### config.mk
export PLATFORM = sky130hd
export DESIGN_NAME = ctrl_mc
export DESIGN_NICKNAME = d
export VERILOG_FILES = /design/src/rtl/ctrl_mc.sv
export SDC_FILE = /design/constraint.sdc
export NUM_CORES = 1
export LEC_CHECK = 0
export CAP_MARGIN = 20
export CORE_UTILIZATION = 39
export DETAILED_ROUTE_END_ITERATION = 6
export HOLD_SLACK_MARGIN = 0.1
export PLACE_DENSITY_LB_ADDON = 0.2
export SLEW_MARGIN = 20
export SYNTH_ARGS = -nofsm -noshare
export SYNTH_HDL_FRONTEND = slang
export SYNTH_SLANG_ARGS = --single-unit
### constraint.sdc
create_clock -name clk -period 2.2 [get_ports clk]
set_clock_uncertainty 0.15 [all_clocks]
set_input_delay 0.44 -clock clk [delete_from_list [all_inputs] [get_ports clk]]
set_output_delay 0.44 -clock clk [all_outputs]
set_load 0.02 [all_outputs]
### src/rtl/ctrl_mc.sv
// ctrl_mc -- multi-cycle control FSM for the SISC datapath.
//
// Sequences START0 -> START1 -> FETCH -> DECODE -> EXECUTE -> MEM -> WRITEBACK.
// Branch conditions are evaluated in DECODE from stat & mm. MEM uses a
// req/ack handshake with a bounded wait: a missing ack escalates to a sticky
// fault and the terminal HALT state. The HLT opcode also enters HALT.
// All control outputs are decoded combinationally from the registered state
// and the current inputs.
//
// Ports:
//   clk       rising-edge clock
//   rst_f     asynchronous active-low reset
//   opcode    current instruction opcode (held stable by the IR)
//   mm        addressing mode / branch mask
//   stat      status flags
//   mem_ack   memory completes the transfer this cycle
//   ir_load, pc_write, pc_sel, br_sel, rf_we, alu_op[1:0], wb_sel, rd_sel,
//   mem_req, mem_we   datapath control strobes
//   halted    FSM is in HALT (sticky until reset)
//   fault     memory wait timed out (sticky until reset)
//   retired   retired-instruction count
//
// Optional feature macro: CTRL_TRACE_EN
//   defined   -> retired counts instructions leaving WRITEBACK, MEM (STR) or
//                DECODE (branch/NOOP); wraps; frozen in HALT. HALT entry is
//                reported with a simulation message.
//   undefined -> retired is tied to zero.
module ctrl_mc #(
  parameter int OPW     = 4,
  parameter int MMW     = 4,
  parameter int TMO_W   = 4,
  parameter int MEM_TMO = 12
) (
  input  logic           clk,
  input  logic           rst_f,
  input  logic [OPW-1:0] opcode,
  input  logic [MMW-1:0] mm,
  input  logic [MMW-1:0] stat,
  input  logic           mem_ack,
  output logic           ir_load,
  output logic           pc_write,
  output logic           pc_sel,
  output logic           br_sel,
  output logic           rf_we,
  output logic [1:0]     alu_op,
  output logic           wb_sel,
  output logic           rd_sel,
  output logic           mem_req,
  output logic           mem_we,
  output logic           halted,
  output logic           fault,
  output logic [15:0]    retired
);

  typedef enum logic [3:0] {
    S_START0  = 4'd0,
    S_START1  = 4'd1,
    S_FETCH   = 4'd2,
    S_DECODE  = 4'd3,
    S_EXECUTE = 4'd4,
    S_MEM     = 4'd5,
    S_WB      = 4'd6,
    S_HALT    = 4'd7
  } state_t;

  localparam logic [OPW-1:0] OP_LOD = OPW'(1);
  localparam logic [OPW-1:0] OP_STR = OPW'(2);
  localparam logic [OPW-1:0] OP_BRA = OPW'(4);
  localparam logic [OPW-1:0] OP_BRR = OPW'(5);
  localparam logic [OPW-1:0] OP_BNE = OPW'(6);
  localparam logic [OPW-1:0] OP_ALU = OPW'(8);
  localparam logic [OPW-1:0] OP_HLT = OPW'(15);
  localparam logic [TMO_W-1:0] TMO_LAST = TMO_W'(MEM_TMO - 1);

  state_t           state_q, state_d;
  logic [TMO_W-1:0] tmo_q, tmo_d;
  logic             fault_q, fault_d;

  logic is_lod, is_str, is_brr, is_bne, is_bra, is_alu, is_hlt;
  logic br_hit, br_take;

  assign is_lod = (opcode == OP_LOD);
  assign is_str = (opcode == OP_STR);
  assign is_bra = (opcode == OP_BRA);
  assign is_brr = (opcode == OP_BRR);
  assign is_bne = (opcode == OP_BNE);
  assign is_alu = (opcode == OP_ALU);
  assign is_hlt = (opcode == OP_HLT);

  // BRA/BRR take on any masked flag set; BNE takes when none are set.
  assign br_hit  = |(stat & mm);
  assign br_take = ((is_bra | is_brr) & br_hit) | (is_bne & ~br_hit);

  always_ff @(posedge clk or negedge rst_f) begin
    if (!rst_f) begin
      state_q <= S_START0;
      tmo_q   <= '0;
      fault_q <= 1'b0;
    end else begin
      state_q <= state_d;
      tmo_q   <= tmo_d;
      fault_q <= fault_d;
    end
  end

  always_comb begin
    state_d  = state_q;
    tmo_d    = tmo_q;
    fault_d  = fault_q;
    ir_load  = 1'b0;
    pc_write = 1'b0;
    pc_sel   = 1'b0;
    br_sel   = 1'b0;
    rf_we    = 1'b0;
    alu_op   = 2'b00;
    wb_sel   = 1'b0;
    rd_sel   = 1'b0;
    mem_req  = 1'b0;
    mem_we   = 1'b0;
    halted   = 1'b0;
    case (state_q)
      S_START0: state_d = S_START1;
      S_START1: state_d = S_FETCH;
      S_FETCH: begin
        ir_load  = 1'b1;
        pc_write = 1'b1;
        state_d  = S_DECODE;
      end
      S_DECODE: begin
        if (is_hlt) begin
          state_d = S_HALT;
        end else if (br_take) begin
          pc_write = 1'b1;
          pc_sel   = 1'b1;
          br_sel   = is_brr;
          state_d  = S_FETCH;
        end else if (is_lod | is_str | is_alu) begin
          state_d = S_EXECUTE;
        end else begin
          state_d = S_FETCH;
        end
      end
      S_EXECUTE: begin
        alu_op  = {is_lod | is_str, mm[MMW-1]};
        rd_sel  = is_str;
        tmo_d   = '0;
        state_d = (is_lod | is_str) ? S_MEM : S_WB;
      end
      S_MEM: begin
        mem_req = 1'b1;
        mem_we  = is_str;
        rd_sel  = is_str;
        // An ack always wins, even on the cycle the wait budget runs out.
        if (mem_ack) begin
          tmo_d   = '0;
          state_d = is_str ? S_FETCH : S_WB;
        end else if (tmo_q == TMO_LAST) begin
          fault_d = 1'b1;
          state_d = S_HALT;
        end else begin
          tmo_d = tmo_q + TMO_W'(1);
        end
      end
      S_WB: begin
        rf_we   = 1'b1;
        wb_sel  = is_lod;
        state_d = S_FETCH;
      end
      S_HALT:  halted = 1'b1;
      default: state_d = S_START0;
    endcase
  end

  assign fault = fault_q;

`ifdef CTRL_TRACE_EN
  logic [15:0] ret_q, ret_d;
  logic        retire;

  // An instruction retires when control returns toward FETCH from its last
  // active state; HALT never produces such a transition, freezing the count.
  assign retire = (state_q == S_WB) |
                  ((state_q == S_MEM) & mem_ack & is_str) |
                  ((state_q == S_DECODE) & (state_d == S_FETCH));
  assign ret_d  = retire ? ret_q + 16'd1 : ret_q;

  always_ff @(posedge clk or negedge rst_f) begin
    if (!rst_f) ret_q <= 16'h0;
    else        ret_q <= ret_d;
  end

  always_ff @(posedge clk) begin
    if (rst_f && (state_q != S_HALT) && (state_d == S_HALT))
      $display("ctrl_mc: entering HALT from state %0d", state_q);
  end

  assign retired = ret_q;
`else
  assign retired = 16'h0;
`endif

endmodule

# Yosys cells after proc, flatten, opt, wreduce, memory -nomap -nowiden
# Index checks and enable logic that the tools add are counted.
# word_totals
reg_bits	9
latch_bits	0
ram_bits	0
rom_bits	0
input_bits	15
elab_cells	65
n_memories	0
# op_classes
add_sub_neg	1
n_mul	0
div	0
n_lt_le_gt_ge	0
n_eq_ne	17
shifts	0
n_mux	26
n_bitwise	10
n_reduce_logical	8
# ops
cell	n
equality test 4 x 3 -> 1 bit (second input constant)	7
case mux 4 bit (7 select lines)	1
two-way mux 4 bit	4
two-way mux 1 bit	13
equality test 4 x 2 -> 1 bit (second input constant)	3
equality test 4 bit (second input constant)	3
two-way mux 3 bit	4
equality test 4 x 1 -> 1 bit (second input constant)	2
case mux 4 bit (2 select lines)	1
!= test 3 bit (second input constant)	2
adder 4 x 1 -> 4 bit (second input constant)	1
AND 4 bit	1
logical NOT 4 bit	1
two-way mux 2 bit	2
OR 1 bit	4
AND reduction 2 bit	2
OR reduction 2 bit	2
OR reduction 4 bit	1
NOT 1 bit	3
AND reduction 3 bit	1
AND 1 bit	2
case mux 1 bit (2 select lines)	1
nonzero test 2 bit	1

# Depth between registers and ports, before layout
# Gate-level depths: netlist of run 1.
# depth
word_depth	8
depth_mapped	4
depth_no_buf	4

# Least setup slack after synthesis of run 1
# No wires, ideal clock.
# synth_path
path_kind	register -> output
startpoint	register state_q[0]
endpoint	output wb_sel
arrival_ns	1.752
required_time_ns	1.610
slack_ns	-0.142
path_stages_with_launch	4
n_path_buf	1
path_cell_list	dfrtp_1 -> clkbuf_1 -> nor3_2 -> nor4b_1
# synth_via
elab_chain_len	2
# synth_rtl
item	line_no	source
start: declaration	75	state_t state_q, state_d;
start signal: assignment	100	state_q <= state_d;
equality test 4 x 3 -> 1 bit	121	case (state_q)
two-way mux 1 bit	121	
end: declaration	46	output logic wb_sel,
# No other way between the ends.

# Worst setup path in the final report of run 1
# layout_path
startpoint	input opcode[1]
endpoint	output pc_write
# layout_via
elab_chain_len	7
elab_cells_between_ends	11
classes_between	eq/ne (4); mux (3); bitwise (4)
# layout_rtl
item	line_no	source
start: declaration	36	input logic [OPW-1:0] opcode,
equality test 4 x 3 -> 1 bit (on tied branches)	84, 85	
OR 1 bit	92	assign br_take = ((is_bra | is_brr) & br_hit) | (is_bne & ~br_hit);
AND 1 bit	92	
OR 1 bit	92	
two-way mux 1 bit	132	end else if (br_take) begin
two-way mux 1 bit *	130	if (is_hlt) begin
case mux 1 bit (2 select lines) *	121	
end: declaration	41	output logic pc_write,
# Every way passes the cells marked *; elsewhere a longest branch is shown, timed or not.

==> results of run 1 <==
[power groups by stage]
stage / clock (mW) / combinational, mW / sequential (mW)
5_1_grt: 0.126 / 0.670 / 0.250
4_1_cts: 0.116 / 0.603 / 0.241
2_1_floorplan: 0 / 0.391 / 0.226
3_5_place_dp: 0 / 0.633 / 0.243
3_3_place_gp: 0 / 0.622 / 0.243
6_report: 0.113 / 0.616 / 0.244
[timing repair]
| item | in CTS | in global routing |
|---|---|---|
| resized for setup | 49 | 12 |
| pin swaps | 5 | 5 |
| gates cloned | 0 | 0 |
| setup endpoints to repair | 11 | 7 |
[cell usage in the layout (no fill, tap or decap), types with 2 or more instances in the layout]
master	n
nand2_1	3
clkbuf_2	2
buf_6	2
nand2b_1	3
inv_1	5
buf_2	3
and3_1	3
conb_1	16
dfrtp_1	8
nor2_1	4
o21ai_0	4
buf_4	17
clkdlybuf4s50_1	3
clkbuf_4	3
nand3_1	2
and3b_1	2
a22o_1	2
a21oi_1	5
a22oi_2	2
and4b_1	2
nand4_1	2
dlymetal6s2s_1	2
nor2b_1	2
nor3_1	4
dlygate4sd2_1	13
[critical path, delay by kind of cell]
kind	cells	cell delay, ps
AOI/OAI and AO/OA	2	540
and+or+nand+nor	1	370
buffers and inverters	2	280
[per-layer routing]
metal	track usage [%]	vias up
met1	23.65	401
met5	0	-
met4	3.333	0
met3	5.556	0
met2	28.27	39
li1	-	414
[through the flow]
step / std cells / TNS, ps / setup WS (ps) / utilization (%) / total power, mW
after global placement: 163 / -3767 / -769.1 / 58.52 / 0.8648
after CTS: 166 / -66.48 / -66.48 / 58.40 / 0.9595
after global routing: 166 / -47.35 / -47.35 / 58.90 / 1.046
after floorplan: 116 / 0 / 119.4 / - / 0.6168
final: 166 / -23.72 / -23.72 / 58.90 / 0.9729
after detailed placement: 163 / -3970 / -804.7 / 58.52 / 0.8768
[how the worst min path moves through the flow]
stage,start,endpoint,slack [ps],cells past startpoint
2_1_floorplan,rst_f,fault,-6,0
3_3_place_gp,fault,fault,310,1
3_5_place_dp,fault,fault,330,1
4_1_cts,rst_f,state_q[0],320,1
5_1_grt,rst_f,tmo_q[1],330,1
6_report,rst_f,tmo_q[1],310,1
[kinds of logic (layout without fill, tap and decap cells)]
kind of cell | after synthesis | after routing
buffers and inverters | 28 | 51
adders and majority gates | 1 | 1
other | 1 | 16
DFF | 8 | 8
and+or+nand+nor | 36 | 36
xor gates and xnor gates | 2 | 2
AOI/OAI and AO/OA | 24 | 24
muxes | 1 | 1
[flip-flops by register name (all words and copies together), names as in the netlist]
register	flops
fault	1
state_q	3
tmo_q	4
[cell type report]
class,instances,area [sq um],area share (%)
multi-input combinational,80,544.3,46.62
clock buffer,3,22.52,1.929
tap,27,33.78,2.894
inverter,6,22.52,1.929
sequential,8,200.2,17.15
timing repair buffer,42,344.1,29.47
==> metrics, run 1 <==
Setup-failing EPs final=1; Residual DRC=0; worst skew pair latency=between 200 and 300 ps; mux cell area share after synthesis=under 10%; Max clock buf depth=2; post-route cell area=about 1200 sq um; via count=854; post-synthesis sequential area ratio=between 20% and 30%; most common cell in the synthesized netlist=buf_4; initial core utilization=a little over two fifths; first drt pass iteration count=4; clock root buffer=clkbuf_4; final period utilization=101.1%; worst path arrival time=roughly 1600 ps; Synth Area in Compound Gates=a little over a fifth; leak pwr=~0.63 nW; vias in the first global route=683; Die ar.=2329 sq um; combinational cell fraction of total power=between 60 and 70%; Synth Area in Simple Gates=between 20 and 30%; total track usage=between 10% and 20%; reg2reg end=state_q[1]; synth cell count leaders=buf_4 (18), dfrtp_1 (8), a21oi_1 (5), inv_1 (5); cells along the critical path=buf_6 > or3b_1 > a2111o_1 > o311ai_2 > buf_4; Clock Power Share=a little under an eighth; Fin Hold WS=between 300 and 400 ps; Synth Instances=just over 100; Final ANT Viol Nets=0; post-layout min period=roughly 2200 ps; Critical Path Max Stage Delay=roughly 440 ps; vias per cell=between 5 and 6; CP Max Fanout=2; Setup crit end=pc_write; Synth Area per Inst=between 8 and 9 sq um; CP Capture Type=primary output; initial DRC count=11; total grt overflow=0; failing checks=setup timing; Worst Setup Start Kind=input port; routability congestion estimate from global placement=0.7352; die extent in y=~48 microns; mapped cell area=roughly 830 sq um; fin nets=between 150 and 200; top cells by area, synth=dfrtp_1 (24%), buf_4 (16%), a21oi_1 (3.0%); Reg2Reg Launch Point=tmo_q[0]; HP Class=in2async; worst setup margin=-23.72 ps; main combinational cell family by area after synthesis=simple AND/OR/NAND/NOR gates; FILL cells=between 150 and 200; Synth Area in Adders=1.499%; CTS tree=done; Die W=just under 50 microns; first-pass GRT wire length=approximately 2.9 mm; post-synth top area share=between 20% and 30%; maxcap violations=0; routed metal-1 wirelength=roughly 900 microns; largest net degree at the start of global routing=12; Net Sw Frac=between 40% and 50%; clock slew at reported path FFs=around 50 ps; post-DP HPWL=1.573 mm; Synth area leader=dfrtp_1; post-CTS setup buffers=0; Crit path required time=~1600 ps; H-tree depth=1; switching power total=~0.43 mW; outcome=finished, violations left; Max Clock Freq=0.4497 GHz; Ports=44; Seq pwr share=25.0%; Netlist cell types=45; WL met3=between 100 and 150 microns; final hold violation count=0; synthesis warning total=0; top_reg_cell synth=dfrtp_1; Max VDD drop=0.6445 mV; CP max stage cell=a2111o_1; synthesized flop and latch total=8; layout cells sized above 1=27.34%; pwr/cell area=~830 nW/um^2; Max Transition Viols Final=0; Num Clock Sinks=8; Layout area overhead=39.88%; Routed WL=1.950 mm; port bufs=27; CTS buffer count=3; ys async rst share=between 90% and 100%; cts-stage hold buffer count=0; RSZ-0062 raised after global routing=true; Synth Area in XOR/XNOR=under 10%; crit path kind=in2out; initial antenna violation count=0; # rows=16; number of synthesized flops with an enable pin=0; met2 wire length=approximately 910 microns; Int Power=0.5472 mW; n_diodes=0; DR top layer=met3; core area=slightly below 2000 sq um; Post-DP Area=between 1000 and 1500 sq um; DR WL/cell=11.75 microns; R2R Setup Slk=550 ps; Worst Setup SP=opcode[1]; Reg2Reg Depth=4
Note: power is estimated with default switching activity, not from simulation.
==> inputs of run 2 (changes only) <==
--- a/config.mk
+++ b/config.mk
@@ -7,6 +7,7 @@
 export LEC_CHECK = 0
 export CAP_MARGIN = 20
 export CORE_UTILIZATION = 39
+export CTS_CLUSTER_SIZE = 24
 export DETAILED_ROUTE_END_ITERATION = 6
 export HOLD_SLACK_MARGIN = 0.1
 export PLACE_DENSITY_LB_ADDON = 0.2
==> results of run 2 <==
Same layout as run 1: the final DEF is identical, and so are final timing and power.
==> inputs of run 3 (changes only) <==
--- a/config.mk
+++ b/config.mk
@@ -11,6 +11,7 @@
 export DETAILED_ROUTE_END_ITERATION = 6
 export HOLD_SLACK_MARGIN = 0.1
 export PLACE_DENSITY_LB_ADDON = 0.2
+export REMOVE_ABC_BUFFERS = 1
 export SLEW_MARGIN = 20
 export SYNTH_ARGS = -nofsm -noshare
 export SYNTH_HDL_FRONTEND = slang
==> metrics, run 3 (synthesis gave the netlist of run 1 again) <==
outcome=finished clean; # rows=16; Largest register FFs=4; fin nets=around 160; Worst Setup Start Kind=input port; clock root buffer=clkbuf_4; FILL cells=around 180; via count=between 800 and 900; post-route cell area=about 1200 sq um; worst skew pair latency=between 200 and 300 ps; Critical Path Max Stage Delay=between 300 and 400 ps; Final ANT Viol Nets=0; Num Clock Sinks=8; Residual DRC=0; Setup-failing EPs final=0; Max VDD drop=between 0.6 and 0.7 mV; commonest non-fill, non-tap cell in the layout=buf_4; worst setup margin=approximately 48 ps; Max Clock Freq=0.4647 GHz; initial DRC count=14; crit path kind=in2out; Fin Hold WS=around 300 ps; Reg with most FFs=tmo_q; Max clock buf depth=2; Reg2Reg Depth=4; Max Transition Viols Final=0; CP max stage cell=a2111o_1; pre-CTS setup slack=-803.5 ps; Final Non-Filler Cells=between 150 and 200; CTS buffer count=3; first drt pass iteration count=4; Ports=44; post-DP HPWL=roughly 1.6 mm; Crit path required time=1610 ps; total track usage=a little under a fifth; dpl cells=164; CP Max Fanout=2; initial core utilization=42.11%; pwr/cell area=between 800 and 900 nW/um^2; routability congestion estimate from global placement=roughly 0.82; worst path arrival time=1560 ps; HP Class=in2async; Post-DP Area=roughly 1200 sq um; Die W=just under 50 microns; largest net degree at the start of global routing=12; die extent in y=roughly 48 microns; total grt overflow=0; Routed WL=about 2 mm; Die ar.=around 2300 sq um; layout cells sized above 1=about 30%; initial antenna violation count=0; final period utilization=between 90% and 100%; core area=between 1500 and 2000 sq um; maxcap violations=0; DR WL/cell=~12 microns; vias in the first global route=around 700; most frequent cells in the layout=buf_4 (18), conb_1 (16), dlygate4sd2_1 (12), dfrtp_1 (7); multi-input logic area=between 500 and 600 sq um; CTS tree=done; leak pwr=~0.63 nW; port bufs=27; H-tree depth=1; cells along the critical path=clkbuf_2 > or3b_1 > a2111o_1 > o311ai_2 > buf_4; final core utilization=about three fifths; n_diodes=0; vias per cell=5.030; post-layout min period=2152 ps; Layout area overhead=40.93%; register area=between 200 and 250 sq um; first-pass GRT wire length=a little under 3 mm; CP Capture Type=primary output; clock slew at reported path FFs=approximately 50 ps; final hold violation count=0
## run 3: changes by cell type in the layout (fill, tap and decap cells not counted), sizes merged
cell,previous run,this run
clkbuf,5,6
buf,22,24
dlygate4sd2,13,12
## run 3: worst paths after layout
kind                                start          to  slack, ps
worst min-delay path                rst_f  state_q[2]        300
max in group asynchronous           rst_f  state_q[1]       1330
worst max register to register   tmo_q[0]  state_q[1]        570
min in group clk                    fault       fault        330
worst min register to register      fault       fault        330
worst max-delay path            opcode[1]    pc_write         50
## run 3: repair_timing
action,in CTS,in global routing
endpoints found under the setup margin,12,5
cloned,0,0
resized for setup,52,14
setup buffers,0,1
hold buffers,0,0
pin swaps,5,5
## run 3: layout make-up
class                   instances  share of cell area (%)
clock buffers                   3                   1.915
well taps                      27                   2.872
repair buffers                 44                   30.00
multi-input cells              80                   46.17
inverters                       6                   1.915
flip-flops and latches          8                   17.13
## run 3: stage by stage
stage / total power, mW / setup TNS, ps
floorplan: 0.5715 / -65.69
finish: 0.9671 / 0
global route: 1.045 / -3.695
global placement: 0.8672 / -3951
CTS: 0.9550 / -69.96
detailed placement: 0.8794 / -4053
## run 3: routing by layer
metal | vias up | GRT usage [%] | share of wire, %
met5 | - | 0 | 0
met4 | 0 | 10.00 | 2.3
met3 | 5 | 3.333 | 7.1
met2 | 42 | 31.47 | 49
met1 | 380 | 21.43 | 42
li1 | 418 | - | -
## run 3: power breakdown
group	switching [mW]	internal [mW]
clock	0.0448	0.0621
combinational	0.323	0.294
sequential	0.0542	0.189
total	0.422	0.545
## run 3: worst max-delay path, delay by kind of cell
kind            cells  cell delay [ps]
compound gates      2              470
simple gates        1              380
buf+inv             2              270
